--- src/rtl/sprite_anim_bitmap_pkg.sv ---
// Shared types and constants for the animated sprite bitmap: animation modes,
// controller states, RGB332 pixel type and the image pattern generator.
package sprite_pkg;

   typedef enum logic [1:0] {
      ANIM_STATIC   = 2'b00,
      ANIM_LOOP     = 2'b01,
      ANIM_PINGPONG = 2'b10,
      ANIM_ONESHOT  = 2'b11
   } anim_mode_t;

   typedef enum logic [1:0] {
      ST_IDLE,
      ST_RUN,
      ST_DONE
   } anim_state_t;

   typedef enum logic {
      DIR_UP,
      DIR_DOWN
   } anim_dir_t;

   typedef logic [7:0] rgb332_t;

   localparam rgb332_t TRANSPARENT_ENCODING = 8'hFF;
   localparam int      FRAME_IDX_W          = 4;
   localparam int      COORD_W              = 11;
   localparam int      HOLD_W               = 8;

   // Image content: frame number in the red bits, row/col in green/blue, with a
   // transparent main diagonal. The pattern repeats every 16 source pixels.
   function automatic rgb332_t rom_pixel(input logic [3:0] frame,
                                         input logic [3:0] row,
                                         input logic [3:0] col);
      rgb332_t px;
      px = {frame[1:0] ^ frame[3:2], row[2:0], col[2:0]};
      if (row == col) px = TRANSPARENT_ENCODING;
      return px;
   endfunction

endpackage

--- src/rtl/sprite_anim_bitmap_if.sv ---
// Pixel bus between the rectangle/position block (master) and the sprite (slave).
interface sprite_anim_bitmap_if;
   import sprite_pkg::*;

   logic [COORD_W-1:0] offsetX;
   logic [COORD_W-1:0] offsetY;
   logic               InsideRectangle;
   logic               drawingRequest;
   rgb332_t            RGBout;

   modport master (
      output offsetX, offsetY, InsideRectangle,
      input  drawingRequest, RGBout
   );

   modport slave (
      input  offsetX, offsetY, InsideRectangle,
      output drawingRequest, RGBout
   );

endinterface

--- src/rtl/sprite_anim_bitmap_ctrl.sv ---
// Animation controller: frame sequencing (static/loop/ping-pong/one-shot) and
// hit-blink timer, both stepped only on video-frame ticks.
module sprite_anim_ctrl
   import sprite_pkg::*;
#(
   parameter int NUM_FRAMES   = 4,
   parameter int FRAME_HOLD   = 8,
   parameter int BLINK_FRAMES = 32
) (
   input  logic                   clk,
   input  logic                   resetN,
   input  logic                   start_of_frame,
   input  anim_mode_t             anim_mode,
   input  logic                   restart,
   input  logic                   hit,
   output logic [FRAME_IDX_W-1:0] frame_idx,
   output logic                   blank_blink,
   output logic                   anim_done
);

   localparam logic [FRAME_IDX_W-1:0] LAST_FRAME = FRAME_IDX_W'(NUM_FRAMES - 1);
   localparam logic [HOLD_W-1:0]      HOLD_LAST  = HOLD_W'(FRAME_HOLD - 1);
   localparam logic [HOLD_W-1:0]      BLINK_LOAD = HOLD_W'(BLINK_FRAMES);

   anim_state_t            state_q, state_d;
   logic [FRAME_IDX_W-1:0] frame_q, frame_d;
   logic [HOLD_W-1:0]      hold_q, hold_d;
   anim_dir_t              dir_q, dir_d;
   logic [HOLD_W-1:0]      blink_q, blink_d;
   logic [FRAME_IDX_W-1:0] frame_inc;

   always_comb begin
      // NOTE: every variable gets a default first so no path can infer a latch.
      state_d   = state_q;
      frame_d   = frame_q;
      hold_d    = hold_q;
      dir_d     = dir_q;
      blink_d   = blink_q;
      frame_inc = (frame_q == LAST_FRAME) ? frame_q : frame_q + 4'd1;

      if (restart) begin
         state_d = ST_IDLE;
         frame_d = '0;
         hold_d  = '0;
         dir_d   = DIR_UP;
      end else if (start_of_frame) begin
         if (anim_mode == ANIM_STATIC) begin
            state_d = ST_IDLE;
            frame_d = '0;
            hold_d  = '0;
            dir_d   = DIR_UP;
         end else begin
            case (state_q)
               ST_IDLE: begin
                  state_d = ST_RUN;
                  frame_d = '0;
                  hold_d  = '0;
                  dir_d   = DIR_UP;
               end
               ST_RUN: begin
                  if (hold_q == HOLD_LAST) begin
                     hold_d = '0;
                     case (anim_mode)
                        ANIM_LOOP: frame_d = (frame_q == LAST_FRAME) ? '0 : frame_q + 4'd1;
                        ANIM_PINGPONG: begin
                           // A single-image sprite has nowhere to bounce to.
                           if (NUM_FRAMES > 1) begin
                              if (dir_q == DIR_UP) begin
                                 if (frame_q == LAST_FRAME) begin
                                    dir_d   = DIR_DOWN;
                                    frame_d = frame_q - 4'd1;
                                 end else begin
                                    frame_d = frame_q + 4'd1;
                                 end
                              end else begin
                                 if (frame_q == '0) begin
                                    dir_d   = DIR_UP;
                                    frame_d = frame_q + 4'd1;
                                 end else begin
                                    frame_d = frame_q - 4'd1;
                                 end
                              end
                           end
                        end
                        ANIM_ONESHOT: begin
                           frame_d = frame_inc;
                           if (frame_inc == LAST_FRAME) state_d = ST_DONE;
                        end
                        default: frame_d = frame_q;
                     endcase
                  end else begin
                     hold_d = hold_q + 8'd1;
                  end
               end
               ST_DONE: state_d = ST_DONE;
               default: state_d = ST_IDLE;
            endcase
         end
      end

      // A fresh hit reloads rather than accumulates.
      if (hit) begin
         blink_d = BLINK_LOAD;
      end else if (start_of_frame && (blink_q != '0)) begin
         blink_d = blink_q - 8'd1;
      end
   end

   always_ff @(posedge clk or negedge resetN) begin
      if (!resetN) begin
         // NOTE: state registers use non-blocking assignments so every flop samples pre-edge values.
         state_q <= ST_IDLE;
         frame_q <= '0;
         hold_q  <= '0;
         dir_q   <= DIR_UP;
         blink_q <= '0;
      end else begin
         state_q <= state_d;
         frame_q <= frame_d;
         hold_q  <= hold_d;
         dir_q   <= dir_d;
         blink_q <= blink_d;
      end
   end

   assign frame_idx   = frame_q;
   assign anim_done   = (state_q == ST_DONE);
   assign blank_blink = (blink_q != '0) && blink_q[2];

endmodule

--- src/rtl/sprite_anim_bitmap.sv ---
// Animated sprite bitmap: scaled pixel addressing, image lookup and one output
// register stage. Define SPRITE_MIRROR_EN to enable the mirrorX horizontal flip.
module sprite_anim_bitmap
   import sprite_pkg::*;
#(
   parameter int OBJECT_WIDTH_X  = 16,
   parameter int OBJECT_HEIGHT_Y = 16,
   parameter int SCALE_SHIFT     = 1,
   parameter int NUM_FRAMES      = 4,
   parameter int FRAME_HOLD      = 8,
   parameter int BLINK_FRAMES    = 32
) (
   input  logic                 clk,
   input  logic                 resetN,
   input  logic                 startOfFrame,
   input  logic                 hide,
   input  logic [1:0]           animMode,
   input  logic                 restart,
   input  logic                 hit,
   input  logic                 mirrorX,
   output logic                 animDone,
   sprite_anim_bitmap_if.slave  pix
);

   localparam logic [COORD_W-1:0] WIDTH_C  = COORD_W'(OBJECT_WIDTH_X);
   localparam logic [COORD_W-1:0] HEIGHT_C = COORD_W'(OBJECT_HEIGHT_Y);

   logic [FRAME_IDX_W-1:0] frame_idx;
   logic                   blank_blink;
   logic [COORD_W-1:0]     col_raw;
   logic [COORD_W-1:0]     row;
   logic [3:0]             col;
   logic                   in_range;
   rgb332_t                pix_val;
   rgb332_t                rgb_q, rgb_d;
   logic                   req_q, req_d;

   sprite_anim_ctrl #(
      .NUM_FRAMES   (NUM_FRAMES),
      .FRAME_HOLD   (FRAME_HOLD),
      .BLINK_FRAMES (BLINK_FRAMES)
   ) u_ctrl (
      .clk            (clk),
      .resetN         (resetN),
      .start_of_frame (startOfFrame),
      .anim_mode      (anim_mode_t'(animMode)),
      .restart        (restart),
      .hit            (hit),
      .frame_idx      (frame_idx),
      .blank_blink    (blank_blink),
      .anim_done      (animDone)
   );

   assign col_raw  = pix.offsetX >> SCALE_SHIFT;
   assign row      = pix.offsetY >> SCALE_SHIFT;
   // Range is judged on the unflipped column so mirroring never wraps into view.
   assign in_range = (col_raw < WIDTH_C) && (row < HEIGHT_C);

`ifdef SPRITE_MIRROR_EN
   assign col = mirrorX ? 4'(WIDTH_C - 11'd1 - col_raw) : col_raw[3:0];
`else
   logic unused_mirror;
   assign unused_mirror = mirrorX;
   assign col           = col_raw[3:0];
`endif

   always_comb begin
      pix_val = in_range ? rom_pixel(frame_idx, row[3:0], col) : TRANSPARENT_ENCODING;
      rgb_d   = pix.InsideRectangle ? pix_val : TRANSPARENT_ENCODING;
      req_d   = pix.InsideRectangle && (pix_val != TRANSPARENT_ENCODING)
                && !hide && !blank_blink;
   end

   always_ff @(posedge clk or negedge resetN) begin
      if (!resetN) begin
         rgb_q <= TRANSPARENT_ENCODING;
         req_q <= 1'b0;
      end else begin
         rgb_q <= rgb_d;
         req_q <= req_d;
      end
   end

   assign pix.RGBout         = rgb_q;
   assign pix.drawingRequest = req_q;

endmodule

--- src/flat_wrapper.sv ---
// flat-port wrapper written by rule: the top's interface ports become plain ports
module sprite_anim_bitmap_flat import sprite_pkg::*;
#(
   parameter int OBJECT_WIDTH_X  = 16,
   parameter int OBJECT_HEIGHT_Y = 16,
   parameter int SCALE_SHIFT     = 1,
   parameter int NUM_FRAMES      = 4,
   parameter int FRAME_HOLD      = 8,
   parameter int BLINK_FRAMES    = 32
)
  (clk, resetN, startOfFrame, hide, animMode, restart, hit, mirrorX, animDone, pix_offsetX, pix_offsetY, pix_InsideRectangle, pix_drawingRequest, pix_RGBout);
  sprite_anim_bitmap_if pix_i ();
  input  logic clk;
  input  logic resetN;
  input  logic startOfFrame;
  input  logic hide;
  input  logic [1:0] animMode;
  input  logic restart;
  input  logic hit;
  input  logic mirrorX;
  output logic animDone;
  input wire logic [$bits(pix_i.offsetX)-1:0] pix_offsetX;
  input wire logic [$bits(pix_i.offsetY)-1:0] pix_offsetY;
  input wire logic [$bits(pix_i.InsideRectangle)-1:0] pix_InsideRectangle;
  output wire logic [$bits(pix_i.drawingRequest)-1:0] pix_drawingRequest;
  output wire logic [$bits(pix_i.RGBout)-1:0] pix_RGBout;
  assign pix_i.offsetX = pix_offsetX;
  assign pix_i.offsetY = pix_offsetY;
  assign pix_i.InsideRectangle = pix_InsideRectangle;
  assign pix_drawingRequest = pix_i.drawingRequest;
  assign pix_RGBout = pix_i.RGBout;
  sprite_anim_bitmap #(.OBJECT_WIDTH_X(OBJECT_WIDTH_X), .OBJECT_HEIGHT_Y(OBJECT_HEIGHT_Y), .SCALE_SHIFT(SCALE_SHIFT), .NUM_FRAMES(NUM_FRAMES), .FRAME_HOLD(FRAME_HOLD), .BLINK_FRAMES(BLINK_FRAMES)) u_core (.clk(clk), .resetN(resetN), .startOfFrame(startOfFrame), .hide(hide), .animMode(animMode), .restart(restart), .hit(hit), .mirrorX(mirrorX), .animDone(animDone), .pix(pix_i));
endmodule
--- config.mk ---
export PLATFORM = sky130hd
export DESIGN_NAME = sprite_anim_bitmap_flat
export DESIGN_NICKNAME = d
export VERILOG_FILES = /design/src/rtl/sprite_anim_bitmap_pkg.sv /design/src/rtl/sprite_anim_bitmap_if.sv /design/src/rtl/sprite_anim_bitmap_ctrl.sv /design/src/rtl/sprite_anim_bitmap.sv /design/src/flat_wrapper.sv
export SDC_FILE = /design/constraint.sdc
export NUM_CORES = 1
export LEC_CHECK = 0
export ABC_AREA = 1
export BUFFER_PORTS_ARGS = -buffer_cell sky130_fd_sc_hd__buf_2
export CORE_ASPECT_RATIO = 0.5
export CORE_MARGIN = 8
export CORE_UTILIZATION = 55
export DETAILED_ROUTE_END_ITERATION = 10
export PLACE_DENSITY = 0.84
export SLEW_MARGIN = 20
export SYNTH_ARGS = -nofsm -noshare
export SYNTH_HDL_FRONTEND = slang
export SYNTH_SLANG_ARGS = --single-unit
--- constraint.sdc ---
create_clock -name clk -period 5.3 [get_ports clk]
set_clock_uncertainty 0.1 [all_clocks]
set_input_delay 0.265 -clock clk [delete_from_list [all_inputs] [get_ports clk]]
set_output_delay 0.265 -clock clk [all_outputs]
set_load 0.005 [all_outputs]
==> impl_metrics.json, run 1 <==
{
  "outcome": "completed",
  "synthTopCellsByArea": "dfrtp_1, nand2_1, dfstp_2",
  "synth_top_area_share_pct": 27.9,
  "drive_above_1_share_pct": 21.9,
  "async_reset_ff_share_pct": 100,
  "cp_cell_sequence": "ha_1, nand2_2, ha_1, or2_1, nor2_1, nand3_1, nand2_1, nand2_1, nand2_1, nand2_1",
  "synth_area_um2": 2160,
  "required_ns": 5.38,
  "worst_path_dominant_cell_family": "simple AND/OR/NAND/NOR gates",
  "met2_usage_pct": 28.3,
  "synth_cell_types": 33,
  "cp_common_cell": "nand2_1",
  "crit_slowest_cell": "dfrtp_1",
  "max-cap-violations": 0,
  "power.net_switching_uw": 226,
  "cts_made_buffers": 5,
  "crit_arrival_ns": 2.07,
  "met3_usage_pct": 5.27,
  "worst_pin_slew_ns": 0.700,
  "fin_crit_ns": 1.99,
  "placedInstanceArea_um2": 2390,
  "slew_headroom_pct": 53.3,
  "r2r-start": "u_core.u_ctrl.frame_idx[0]",
  "synth_seq_cells": 32,
  "antenna_found_initial": 0,
  "drv_slew": 0,
  "ys_seq_area_share_pct": 37.6,
  "crit_type": "reg -> reg",
  "track_usage_pct": 15.7,
  "synth_top_family_by_area": "simple AND/OR/NAND/NOR gates",
  "yosys.area.top_type": "dfrtp_1",
  "finalHoldViolations": 0,
  "setup_viol": 0,
  "synthMuxAreaShare_pct": 0,
  "tns_ns": 0,
  "wirelength_mm": 4.77,
  "io_buffers": 38,
  "syn_nets": 331,
  "rows": 16,
  "use_met1_pct": 17.7,
  "synth_edf_count": 0,
  "nets": 375,
  "h-tree-depth": 2,
  "synthAdderAreaFrac_pct": 6.38,
  "netlist_instances": 288,
  "diodes": 0,
  "clock-sinks": 32,
  "p_clk_share_pct": 31.0,
  "vias_per_cell": 5.11,
  "synth_xor_area_share_pct": 2.84,
  "min_from": "hit",
  "yosys.area_share.simple_pct": 33.2,
  "crit_start": "u_core.u_ctrl.frame_idx[0]",
  "pwr-share-comb_pct": 27.0,
  "dieArea_um2": 6300,
  "postRouteAntennaNets": 0,
  "setup_slack_ns": 3.31,
  "postSynthAreaPerCell_um2": 7.49,
  "synth_most_common_cell": "nand2_1",
  "synth_compound_area_share_pct": 11.0,
  "drt_iter0_drc": 68,
  "place_inst": 378,
  "end_kind": "flop",
  "grt-ovfl-total": 0,
  "stdcell_area_um2": 2500,
  "dp_slack_ns": 3.33,
  "grt_pass1_vias": 1884,
  "cp-start-kind": "flop",
  "period_share_pct": 37.5,
  "fin_cells": 387,
  "vias": 1976,
  "min_path_type": "in -> reg",
  "p_sw_share_pct": 33.6,
  "avgRoutedWirePerCell_um": 12.3,
  "grt_max_degree": 33,
  "fp.dieW_um": 105,
  "p_per_area_nw_per_um2": 269,
  "synthFlopType": "dfrtp_1",
  "fillers": 311,
  "yosys-top-cells-count": "nand2_1, inv_1, nand3_1",
  "p_leak_uw": 0.00129,
  "drcViolationCount": 0,
  "root_buffer": "clkbuf_8",
  "worst-path-buf-inv": 0,
  "post_cts_buffers": 0,
  "grt_pass1_wl_mm": 8.04,
  "p_int_uw": 448,
  "worstPathMaxFanout": 5,
  "slowest_delay_ns": 0.42,
  "p_seq_share_pct": 42.1,
  "dr.pass1.iters": 4,
  "rsz0062_at_grt": "no",
  "initial_core_util_pct": 56.4,
  "cts_tree": "built",
  "dp_hpwl_mm": 3.72,
  "cts.path.max_buffers": 2,
  "whs_ns": 0.0676,
  "die_h_um": 60.3,
  "gp_congestion": 0.917,
  "fmax_mhz": 503,
  "vdd_drop_max_mv": 0.116,
  "path_clk_slew_ns": 0.07,
  "grt_busiest_layer": "met2",
  "ios": 42,
  "synth_warnings": 0,
  "area_growth_pct": 16.2,
  "clock_latency_ns": 0.29,
  "fp.coreArea_um2": 3820
}
[power groups by stage]
stage	clock network, uW	registers (uW)	logic [uW]
2_1_floorplan	0	283	140
3_3_place_gp	0	286	173
3_5_place_dp	0	287	180
4_1_cts	212	283	183
5_1_grt	225	287	210
6_report	209	283	182
[layout make-up]
class	instances	area (um2)	area share, %
inverters	46	175	6.99
clock buffers	8	100	4.00
multi-input cells	208	1150	46.0
repair buffers	39	200	7.99
flip-flops and latches	32	811	32.4
well taps	54	67.6	2.70
[cells in the final DEF, fill, tap and decap left out]
cell | Yosys | final
nand2_4 | 2 | 2
inv_4 | 1 | 1
o22ai_1 | 2 | 2
inv_2 | 3 | 3
o31ai_1 | 4 | 4
nand3b_1 | 2 | 2
xor2_1 | 4 | 4
o21ai_1 | 1 | 1
dfstp_2 | 8 | 8
clkbuf_8 | 0 | 7
buf_2 | 0 | 38
a21oi_1 | 9 | 9
xnor2_1 | 3 | 3
clkinv_1 | 1 | 1
nor3_1 | 1 | 1
nand2_2 | 2 | 2
o21ai_0 | 11 | 11
nand3_1 | 36 | 36
nor2_1 | 31 | 31
dlygate4sd3_1 | 0 | 1
nand4_1 | 3 | 3
o21ai_2 | 2 | 2
inv_1 | 41 | 41
a21oi_2 | 2 | 2
ha_1 | 11 | 11
or2_1 | 1 | 1
or2_4 | 1 | 1
nand2_1 | 68 | 68
dfrtp_1 | 24 | 24
o21ai_4 | 1 | 1
nor2_4 | 3 | 3
nand3_4 | 2 | 2
nor2_2 | 1 | 1
clkbuf_1 | 0 | 1
o211ai_1 | 5 | 5
[final timing paths]
| check | to | slack (ns) | depth (start not counted) |
|---|---|---|---|
| max | u_core.u_ctrl.state_q[0] | 3.31 | 10 |
| min | u_core.u_ctrl.blink_q[2] | 0.07 | 2 |
| max reg2reg | u_core.u_ctrl.state_q[0] | 3.31 | 10 |
| min reg2reg | u_core.u_ctrl.blink_q[1] | 0.39 | 2 |
| max in group asynchronous | u_core.u_ctrl.frame_idx[2] | 4.19 | 2 |
| min in group asynchronous | u_core.u_ctrl.blink_q[6] | 0.46 | 2 |
[per-layer routing]
| layer | wire, um | vias up |
|---|---|---|
| li1 | - | 1014 |
| met1 | 2180 | 909 |
| met2 | 2330 | 49 |
| met3 | 253 | 4 |
| met4 | 11 | 0 |
| met5 | 0 | - |
[state kept, by name, indices dropped and copies added, names as in the netlist]
signal	count
u_core.u_ctrl.state_q	2
u_core.pix.drawingRequest	1
u_core.u_ctrl.frame_idx	4
u_core.u_ctrl.blink_q	8
u_core.u_ctrl.dir_q	1
u_core.u_ctrl.hold_q	8
u_core.pix.RGBout	8
[per-stage QoR]
| step | util [%] | power (uW) |
|---|---|---|
| floorplan | - | 424 |
| global placement | 62.6 | 459 |
| detailed placement | 62.6 | 468 |
| CTS | 65.5 | 678 |
| global route | 65.5 | 722 |
| finish | 65.5 | 674 |
[cell families after synthesis]
| kind of cell | Yosys count |
|---|---|
| fa+ha+maj | 11 |
| compound gates | 37 |
| simple gates | 153 |
| xor+xnor | 7 |
| buf+inv | 48 |
| flops | 32 |
[what timing repair did]
item                       in CTS  in global routing
hold buffers                    1                  0
resized for setup               0                  0
hold endpoints to repair       24                  0
setup endpoints to repair       0                  0
Power figures use the tool's default switching activity.
==> run 2: changes to the inputs <==
Clock period 5.3 ns to 2 ns, I/O delays scaled along.
==> run 2 against run 1 <==
  * Die area is the same
  * Critical path depth grew 1
  * Design area grew 7.8%
  * Register-to-register slack lost 3.2 ns
  * Sequential power grew to 2.6 times the previous value
  * Via count grew 9.1%
  * Combinational power grew to 3.0 times the previous value
  * First-iteration DRC count grew 31%
  * Sequential cell count is the same
  * Count of clock-buffer cells in the layout shrank 2
  * Sequential share of layout area shrank 2.3 points
  * Clock power grew to 2.9 times the previous value
  * Critical endpoint is now u_core.pix.RGBout[2]
  * Highest routed layer unchanged
==> impl_metrics.json, run 2 (same netlist as run 1, synthesis figures left out) <==
{
  "outcome": "completed",
  "worstPathMaxFanout": 6,
  "crit_slowest_cell": "dlygate4sd3_1",
  "path_clk_slew_ns": 0.07,
  "cts_tree": "built",
  "diodes": 0,
  "drcViolationCount": 0,
  "p_leak_uw": 0.00136,
  "io_buffers": 38,
  "setup_slack_ns": 0.0916,
  "drv_slew": 0,
  "ios": 42,
  "vdd_drop_max_mv": 0.414,
  "dp_hpwl_mm": 3.95,
  "antenna_found_initial": 0,
  "cp-start-kind": "primary input",
  "grt_max_degree": 33,
  "vias": 2155,
  "h-tree-depth": 2,
  "final_cell_mix": "nand2_1, inv_1, buf_2",
  "nets": 392,
  "period_share_pct": 95.4,
  "cts_made_buffers": 5,
  "max-cap-violations": 0,
  "drt_iter0_drc": 89,
  "area_growth_pct": 25.2,
  "avgRoutedWirePerCell_um": 13.7,
  "worst-path-buf-inv": 5,
  "grt_pass1_wl_mm": 9.44,
  "dieArea_um2": 6300,
  "dp_slack_ns": 0.0539,
  "gp_congestion": 0.961,
  "clock_latency_ns": 0.29,
  "required_ns": 2.11,
  "die_h_um": 60.3,
  "grt-ovfl-total": 0,
  "slowest_delay_ns": 0.57,
  "p_per_area_nw_per_um2": 702,
  "clock-sinks": 32,
  "worst_pin_slew_ns": 0.707,
  "root_buffer": "clkbuf_8",
  "grt_pass1_vias": 2236,
  "track_usage_pct": 18.3,
  "slew_headroom_pct": 52.8,
  "fp.dieW_um": 105,
  "min_path_type": "in -> reg",
  "postRouteAntennaNets": 0,
  "fin_crit_ns": 1.91,
  "vias_per_cell": 5.33,
  "initial_core_util_pct": 56.4,
  "cp_cell_sequence": "dlygate4sd3_1, buf_2, inv_1, nand2_1, nand2_1, nor2_1, nand2_2, nand2_2, inv_2, nand3_1, dlygate4sd3_1",
  "p_int_uw": 1260,
  "placedInstanceArea_um2": 2410,
  "dr.pass1.iters": 4,
  "tns_ns": 0,
  "crit_type": "in -> reg",
  "stdcell_area_um2": 2700,
  "p_sw_share_pct": 33.3,
  "whs_ns": 0.104,
  "wirelength_mm": 5.54,
  "power.net_switching_uw": 631,
  "fmax_mhz": 524,
  "final_common_cell": "nand2_1",
  "pwr-share-comb_pct": 28.4,
  "cts.path.max_buffers": 2,
  "rows": 16,
  "end_kind": "flop",
  "p_clk_share_pct": 32.5,
  "p_seq_share_pct": 39.1,
  "crit_arrival_ns": 2.02,
  "setup_viol": 0,
  "worst_path_dominant_cell_family": "buffers and inverters",
  "drive_above_1_share_pct": 24.3,
  "fp.coreArea_um2": 3820,
  "finalHoldViolations": 0
}
## run 2: cell count changes in the layout (fill, tap and decap cells not counted), sizes merged
cell	before	now
buf	38	43
bufinv	0	1
clkbuf	8	6
clkinv	1	2
dlygate4sd3	1	13
## run 2: final timing paths
kind,cells past startpoint,startpoint,slack (ns),end
setup / recovery,11,pix_offsetY[3],0.09,u_core.pix.RGBout[2]
hold / removal,3,startOfFrame,0.10,u_core.u_ctrl.blink_q[4]
setup reg to reg,10,u_core.u_ctrl.frame_idx[3],0.11,u_core.u_ctrl.state_q[1]
hold reg to reg,2,u_core.u_ctrl.blink_q[5],0.39,u_core.u_ctrl.blink_q[5]
max in group asynchronous,2,resetN,1.05,u_core.u_ctrl.frame_idx[3]
min in group asynchronous,2,resetN,0.29,u_core.pix.drawingRequest
## run 2: worst reg2reg max path: cells and delay by family (launching register included)
family,cells,cell delay [ns]
AND/OR/NAND/NOR,9,1.00
flip-flops,1,0.44
adder cells (fa/ha/maj),1,0.26
## run 2: cell type report
type,count,area [um2]
Sequential cell,32,811
Fill cell,285,1120
Timing Repair Buffer,56,358
Clock inverter,2,35.0
Multi-Input combinational cell,208,1180
Tap cell,54,67.6
Clock buffer,6,72.6
Inverter,46,175
## run 2: power groups by stage
stage	clock network (uW)	registers, uW	logic (uW)
2_1_floorplan	0	751	372
3_3_place_gp	0	747	482
3_5_place_dp	0	751	509
4_1_cts	612	740	530
5_1_grt	649	748	609
6_report	615	741	538
## run 2: timing repair
action / in CTS / in global routing
endpoints found under the hold margin: 35 / 0
endpoints found under the setup margin: 0 / 5
gates resized for setup: 0 / 10
buffers inserted: 0 / 3
hold buffers: 13 / 0
## run 2: layer usage
metal / track usage (%) / wire length, um / vias to the layer above
met5: 0 / 0 / -
met4: 6.31 / 118 / 0
met3: 5.05 / 283 / 16
met2: 35.0 / 2790 / 80
met1: 19.3 / 2350 / 1012
li1: - / - / 1047
## run 2: stage by stage
step / total power (uW) / std cells / util [%]
after CTS: 1880 / 401 / 69.2
final: 1890 / 404 / 70.6
after floorplan: 1120 / 288 / -
after global placement: 1230 / 380 / 63.0
after global routing: 2010 / 404 / 70.6
after detailed placement: 1260 / 380 / 63.0
==> run 3: changes to the inputs <==
Settings changed: BUFFER_PORTS_ARGS -buffer_cell sky130_fd_sc_hd__buf_2 to -buffer_cell sky130_fd_sc_hd__buf_4, CORE_ASPECT_RATIO 0.5 to 1.5.
==> run 3 against run 2 <==
  * Count of clock-buffer cells in the layout grew 1
  * Sequential share of layout area fell by 0.28 points
  * Sequential power about the same
  * Power shrank 6.3%
  * Non-clock buffer count is 2 lower
  * Clock power shrank 21%
  * Setup slack gained 0.025 ns
  * Worst hold slack worse by 0.036 ns
  * Sequential cell count is the same
  * Combinational power up 2%
  * Die area fell by 1.3%
  * Maximum frequency is 1.3% higher
  * Highest routed layer unchanged
==> impl_metrics.json, run 3 (same netlist as run 1, synthesis figures left out) <==
{
  "critical_path.endpoint": "u_core.u_ctrl.state_q[1]",
  "initial_core_util_pct": 55.9,
  "drcViolationCount": 0,
  "gp_congestion": 0.878,
  "cts_tree": "built",
  "finalHoldViolations": 0,
  "grt_pass1_vias": 2082,
  "fp.coreArea_um2": 3850,
  "min_path_type": "in -> reg",
  "min_from": "animMode[0]",
  "worstRegToRegCells": 10,
  "setup_viol": 0,
  "avgRoutedWirePerCell_um": 12.7,
  "io_buffers": 38,
  "crit_start": "u_core.u_ctrl.frame_idx[1]",
  "period_share_pct": 94.2,
  "h-tree-depth": 2,
  "cts.path.max_buffers": 2,
  "antenna_found_initial": 0,
  "r2r_slack_ns": 0.12,
  "postRouteAntennaNets": 0,
  "r2r-start": "u_core.u_ctrl.frame_idx[1]",
  "setup_slack_ns": 0.117,
  "clock-sinks": 32,
  "area_growth_pct": 26.6,
  "end_kind": "flop",
  "dp_hpwl_mm": 3.81,
  "worst_pin_slew_ns": 0.389,
  "max-cap-violations": 0,
  "grt_max_degree": 33,
  "rows": 28,
  "nets": 390,
  "cts_made_buffers": 5,
  "vias_per_cell": 5.26,
  "rsz0062_at_grt": "no",
  "final_common_cell": "nand2_1",
  "p_leak_uw": 0.00138,
  "crit_type": "reg -> reg",
  "drive_above_1_share_pct": 23.6,
  "dieArea_um2": 6220,
  "vias": 2068,
  "grt_pass1_wl_mm": 8.48,
  "required_ns": 2.08,
  "p_per_area_nw_per_um2": 650,
  "tns_ns": 0,
  "dp_slack_ns": 0.0578,
  "slew_headroom_pct": 74.0,
  "drv_slew": 0,
  "r2r_end": "u_core.u_ctrl.state_q[1]",
  "wirelength_mm": 4.99,
  "root_buffer": "clkbuf_8",
  "die_h_um": 92.7,
  "diodes": 0,
  "vdd_drop_max_mv": 0.607,
  "fmax_mhz": 531,
  "fp.dieW_um": 67.1,
  "dr.pass1.iters": 4,
  "ios": 42,
  "path_clk_slew_ns": 0.06,
  "fin_crit_ns": 1.88,
  "grt-ovfl-total": 0,
  "final_cell_mix": "nand2_1, buf_4, inv_1",
  "outcome": "completed",
  "clock_latency_ns": 0.29,
  "total_power_uw": 1770,
  "crit_arrival_ns": 1.96,
  "worstPathMaxFanout": 5,
  "cp-start-kind": "flop",
  "track_usage_pct": 17.1,
  "drt_iter0_drc": 110
}
run 3: cell count changes in the layout (fill, tap and decap cells not counted), sizes merged:
| cell | change |
|---|---|
| clkinvlp | +1 |
| clkbuf | +1 |
| dlygate4sd3 | -3 |
| bufinv | -1 |
| buf | +1 |
| inv | -1 |
run 3: stage by stage:
step	instances	area [um2]	hold WS, ns	utilization (%)
after floorplan	288	2160	-0.296	-
after global placement	372	2500	-0.0443	64.9
after detailed placement	372	2500	-0.0414	64.9
after CTS	390	2680	0.0702	69.6
after global routing	393	2730	0.0762	70.8
final	393	2730	0.0684	70.8
run 3: layout make-up:
type                            instances  area [um2]
Clock buffer                            7        76.3
Inverter                               46         179
Timing Repair Buffer                   54         430
Multi-Input combinational cell        208        1170
Sequential cell                        32         812
Clock inverter                          1        5.00
Fill cell                             308        1120
Tap cell                               45        56.3
run 3: repair_timing:
item / in CTS / in global routing
buffers inserted: 0 / 3
endpoints found under the hold margin: 44 / 0
hold buffers: 10 / 0
resized for setup: 0 / 6
setup endpoints to repair: 0 / 2
run 3: worst min-delay path by stage:
stage	end	cells past startpoint	slack (ns)
finish	u_core.u_ctrl.dir_q	3	0.07
global route	u_core.u_ctrl.dir_q	3	0.08
CTS	u_core.u_ctrl.dir_q	3	0.07
detailed placement	u_core.u_ctrl.dir_q	1	-0.04
global placement	u_core.u_ctrl.dir_q	1	-0.04
floorplan	u_core.pix.drawingRequest	0	-0.30
run 3: layer usage:
layer / part of all wire [%] / GRT usage (%)
met1: 40 / 17.4
met2: 54 / 31.0
met3: 4.8 / 5.80
met4: 1.9 / 5.95
met5: 0 / 0
run 3: critical path, stage by stage (launching register included):
cell     delay, ns
dfrtp_1       0.43
ha_4          0.19
nand2_2       0.12
ha_1          0.24
or2_1         0.24
nor2_1        0.10
nand3_1       0.09
nand2_2       0.09
nand2_1       0.07
nand2_1       0.06
nand2_1       0.04
run 3: power by group:
group / leakage (uW) / internal, uW / switching [uW]
clock: 0.0000422 / 244 / 240
sequential: 0.000407 / 699 / 43.4
combinational: 0.000934 / 213 / 334
